[src/rtl/if_id_stage.sv]
// Fetch stage and IF/ID pipeline register for the 5-stage MIPS pipeline.
// Holds the PC, drives the instruction-memory address, picks the next PC
// from the instruction sitting in ID (one architectural delay slot), and
// registers the fetched word together with its PC and fetch-error flag.
module if_id_stage #(
    parameter logic [31:0] PC_RESET = 32'h0000_3000,
    parameter logic [31:0] PC_LO    = 32'h0000_3000,
    parameter logic [31:0] PC_HI    = 32'h0000_6FFC
) (
    input  logic        clk,
    input  logic        reset,
    input  logic        stall,
    input  logic        flush,
    output logic [31:0] im_addr,
    input  logic [31:0] im_rdata,
    input  logic [1:0]  id_npc_op,
    input  logic        id_branch_taken,
    input  logic [31:0] id_imm32,
    input  logic [31:0] id_rs_data,
    output logic [31:0] id_instr,
    output logic [31:0] id_pc,
    output logic [31:0] id_pc8,
    output logic        id_valid,
    output logic        id_adel
);

    localparam logic [1:0] NPC_SEQ    = 2'd0;
    localparam logic [1:0] NPC_BRANCH = 2'd1;
    localparam logic [1:0] NPC_JUMP   = 2'd2;
    localparam logic [1:0] NPC_JR     = 2'd3;

    localparam logic [31:0] INSTR_NOP = 32'h0000_0000;

    logic [31:0]        pc_p0;
    logic [31:0]        pc4_p0;
    logic [31:0]        npc_p0;
    logic signed [31:0] br_off_p0;
    logic               adel_p0;

    // Fetch address is misaligned or outside the legal instruction window.
    function automatic logic fetch_addr_err(input logic [31:0] addr);
        fetch_addr_err = (addr[1:0] != 2'b00) || (addr < PC_LO) || (addr > PC_HI);
    endfunction

    assign im_addr = pc_p0;
    assign id_pc8  = id_pc + 32'd8;
    assign adel_p0 = fetch_addr_err(pc_p0);

    // Next-PC select: redirect only when the ID slot holds a real instruction.
    always_comb begin
        pc4_p0    = pc_p0 + 32'd4;
        br_off_p0 = $signed(id_imm32) <<< 2;
        npc_p0    = pc4_p0;
        if (id_valid) begin
            case (id_npc_op)
                NPC_BRANCH: if (id_branch_taken)
                                npc_p0 = id_pc + 32'd4 + $unsigned(br_off_p0);
                NPC_JUMP:   npc_p0 = {id_pc[31:28], id_instr[25:0], 2'b00};
                NPC_JR:     npc_p0 = id_rs_data;
                default:    npc_p0 = pc4_p0;
            endcase
        end
    end

    // ---- IF -> ID boundary ----
    // PC and IF/ID register update with priority reset > flush > stall > normal.
    always_ff @(posedge clk) begin
        if (reset) begin
            pc_p0    <= PC_RESET;
            id_instr <= INSTR_NOP;
            id_pc    <= 32'd0;
            id_valid <= 1'b0;
            id_adel  <= 1'b0;
        end else if (flush) begin
            if (!stall) begin
                pc_p0 <= npc_p0;
            end
            id_instr <= INSTR_NOP;
            id_pc    <= pc_p0;
            id_valid <= 1'b0;
            id_adel  <= 1'b0;
        end else if (!stall) begin
            pc_p0    <= npc_p0;
            id_instr <= adel_p0 ? INSTR_NOP : im_rdata;
            id_pc    <= pc_p0;
            id_valid <= 1'b1;
            id_adel  <= adel_p0;
        end
    end

endmodule

[config.mk]
export PLATFORM = sky130hd
export DESIGN_NAME = if_id_stage
export DESIGN_NICKNAME = d
export VERILOG_FILES = /design/src/rtl/if_id_stage.sv
export SDC_FILE = /design/constraint.sdc
export NUM_CORES = 1
export LEC_CHECK = 0
export ABC_AREA = 1
export CORE_MARGIN = 3
export CORE_UTILIZATION = 49
export CTS_CLUSTER_SIZE = 28
export DETAILED_ROUTE_END_ITERATION = 10
export PLACE_DENSITY = 0.92
export SYNTH_ARGS = -nofsm -noshare
export SYNTH_HDL_FRONTEND = slang
export SYNTH_SLANG_ARGS = --single-unit
[constraint.sdc]
create_clock -name clk -period 2.9 [get_ports clk]
set_clock_uncertainty 0.05 [all_clocks]
set_input_delay 0.435 -clock clk [delete_from_list [all_inputs] [get_ports clk]]
set_output_delay 0.435 -clock clk [all_outputs]
set_load 0.005 [all_outputs]
==> reports/metrics.yaml <==
status:
  status: "finished, violations left"
  failed_checks: "setup timing"
synth:
  synth_compound_area_frac: 0.1534
  synth_top_family_by_area: "simple AND/OR/NAND/NOR gates"
  synth_top_cell_by_area: "dfxtp_1"
  ys_ff_latch: 98
  muxShareOfSynthArea: 0
  synth_cell_types: 40
  synth_warnings: 0
  synth.cell_area_um2: 8076
  yosysSeqAreaShare: 0.2429
  synth_xor_xnor_area_share: 0.05097
  synth_top_area_share: 0.2429
  synth_nets: 1486
  netlist_instances: 1323
  ys_top_cells_by_area: "dfxtp_1 24%, nand2_1 20%, ha_1 9.1%, inv_1 7.5%, a21oi_1 6.9%"
  syn_avg_cell_area_um2: 6.105
  synthAdderAreaFrac: 0.09388
  synthSimpleGateAreaFrac: 0.3579
placement:
  placed_cell_area_um2: 11380
  dp_hpwl_um: 27240
  dp_slack_ns: -0.1894
  port_buffers: 230
  gp_congestion: 0.9648
floorplanning:
  initial_core_util: 0.5048
  dieArea_um2: 18060
  die_height_um: 134.4
  ioPinCount: 233
  placementRows: 46
  coreArea_um2: 16000
  die_w_um: 134.4
detailed_routing:
  routed_wl_um: 35080
  first_pass_iters: 6
  vias: 10390
  vias_per_cell: 5.551
  antenna_left: 0
  wl_per_cell_um: 18.74
  drc_errors: 0
  drtIter0Drc: 1089
clocking:
  htreeDepth: 3
  cts_root_buf: "clkbuf_16"
  holdBufCountCts: 0
  cts_made_buffers: 9
  clk_latency_ns: 0.36
  cts_tree: "built"
  cts_buffer_depth: 2
  clock_sinks: 98
  clk_pin_slew_worst_paths_ns: 0.08
setup_path:
  crit_chain: "ha_4 > nand2_4 > nor3_4 > nand3_2 > nor2_4 > nand2_2 > nor3_4 > nand3_4 > buf_6 > nor3_4 > xor2_1 > buf_2"
  cp_num_buf_inv: 2
  cpLargestDelayFamily: "simple AND/OR/NAND/NOR gates"
  path_common_cell: "nor3_4"
  start_kind: "register"
  max_stage_delay_ns: 0.39
  crit_path_end_kind: "output pin"
  slowest_stage: "dfxtp_4"
  path_max_fanout: 3
  worst_ep_arrival_time_ns: 2.42
  required_ns: 2.41
  crit_type: "reg2out"
final_layout:
  mostFrequentLayoutCell: "nand2_1"
  final_cell_mix: "417 x nand2_1, 215 x clkdlybuf4s50_1, 160 x inv_1"
  post-route-util: 0.7452
  fin_area_um2: 11920
  syn2layout_area_growth_pct: 47.62
  diodes: 0
  fill_cells: 1288
  fin_nets: 1814
  drive_gt1_frac: 0.1286
global_routing:
  grt_pass1_wl_um: 53750
  grt_max_degree: 46
  grt_antenna_before_repair: 0
  grt_overflow: 0
  grtUsageTotal: 0.3786
  grt_pass1_vias: 9955
worst_hold_path:
  hold_path_class: "reg2reg"
power:
  leakage_nw: 5.550
  p_switching_mw: 1.461
  power_mw: 4.219
  p_seq_frac: 0.358
  intPower_mw: 2.758
  p_clk_frac: 0.295
  p_per_area_nw_per_um2: 353.8
  power_switching_share: 0.3464
  pwr-share-comb: 0.347
  ir_drop_uv: 342.4
timing:
  fmax_mhz: 344.5
  tightest_slew_ns: 0.7683
  rsz0062_at_grt: "true"
  slew_viol_final: 0
  hold_viol: 0
  setup_ws_ns: -0.002377
  period_share: 1.001
  finalSetupViolations: 1
  period_needed_ns: 2.902
  slew_headroom: 0.4872
run:
  drv_cap: 0
metrics by stage:
| stage | setup TNS [ns] | std cells | hold WS, ns |
|---|---|---|---|
| after floorplan | 0 | 1323 | 0.4118 |
| after global placement | -1.047 | 1841 | 0.4023 |
| after detailed placement | -2.643 | 1841 | 0.4095 |
| after CTS | -0.3395 | 1868 | 0.4218 |
| after global routing | -0.4462 | 1872 | 0.4473 |
| final | -0.002377 | 1872 | 0.4183 |
flip-flops by register name, summed over array words and instances, names as in the netlist:
register	flops
id_adel	1
id_instr	32
id_pc	32
id_valid	1
im_addr	32
timing repair:
item | CTS | global route
gates resized for setup | 53 | 26
buffers inserted | 11 | 4
setup endpoints to repair | 15 | 24
pin swaps | 13 | 8
layout make-up:
class | count | area, µm² | share of cell area
Tap cell | 216 | 270.3 | 0.02267
Sequential cell | 98 | 1972 | 0.1654
Clock inverter | 5 | 42.54 | 0.003568
Inverter | 167 | 626.9 | 0.05258
Timing Repair Buffer | 362 | 3303 | 0.2770
Multi-Input combinational cell | 1013 | 5455 | 0.4575
Clock buffer | 11 | 252.7 | 0.02120
kinds of logic after synthesis:
kind of cell             count (synthesis)
buffers and inverters                  212
AO/OA/AOI/OAI                          228
AND/OR/NAND/NOR                        678
XOR/XNOR                                47
flip-flops                              98
adder cells (fa/ha/maj)                 60
metal layers:
metal	vias up	wire length [µm]	global-route usage
li1	4951	-	-
met1	4725	13070	0.4423
met2	611	16990	0.6603
met3	105	3463	0.08477
met4	0	1553	0.1725
met5	-	0	0
final timing paths:
check,startpoint,end,slack (ns),depth (start not counted)
setup / recovery,id_pc[3],id_pc8[29],-0.002,12
hold / removal,id_instr[29],id_instr[29],0.42,2
hold reg to reg,id_instr[29],id_instr[29],0.42,2
setup reg to reg,id_pc[17],im_addr[24],0.20,13
tightest hold or removal path: cells and delay by family (launching register included):
family | cells | cell delay (ns)
and+or+nand+nor | 1 | 0.06
AOI/OAI and AO/OA | 1 | 0.05
DFF | 1 | 0.31
cell usage after synthesis:
master and instances:
inv_2 4, nand2_2 3, a21o_1 1, nor4_1 2, and3_1 1, nor2_2 5
nor3_1 18, fa_1 1, xor2_1 30, nand3_1 92, nor2_4 3, nand2_1 424
buf_4 3, o211ai_1 8, nand3b_1 4, or2_2 2, a21boi_1 2, inv_1 161
nor2_1 96, clkbuf_1 33, o21ai_0 78, ha_1 59, buf_1 2, a211oi_1 5
buf_2 7, a31oi_1 6, clkinv_1 2, o31ai_1 3, a21oi_1 112, dfxtp_1 98
nor4_4 1, nand4_1 17, nand3_2 5, o21bai_1 5, nor3_2 2, o21ai_2 1
a221oi_1 7, xnor2_1 17, nor4_2 1, nor3_4 2
power groups by stage:
stage | Clock [mW] | Sequential (mW) | Combinational, mW
floorplan | 0 | 1.52 | 0.639
global placement | 0 | 1.53 | 1.39
detailed placement | 0 | 1.53 | 1.42
CTS | 1.24 | 1.50 | 1.43
global route | 1.29 | 1.52 | 1.59
finish | 1.24 | 1.51 | 1.47
Note: power is estimated with default switching activity, not from simulation.
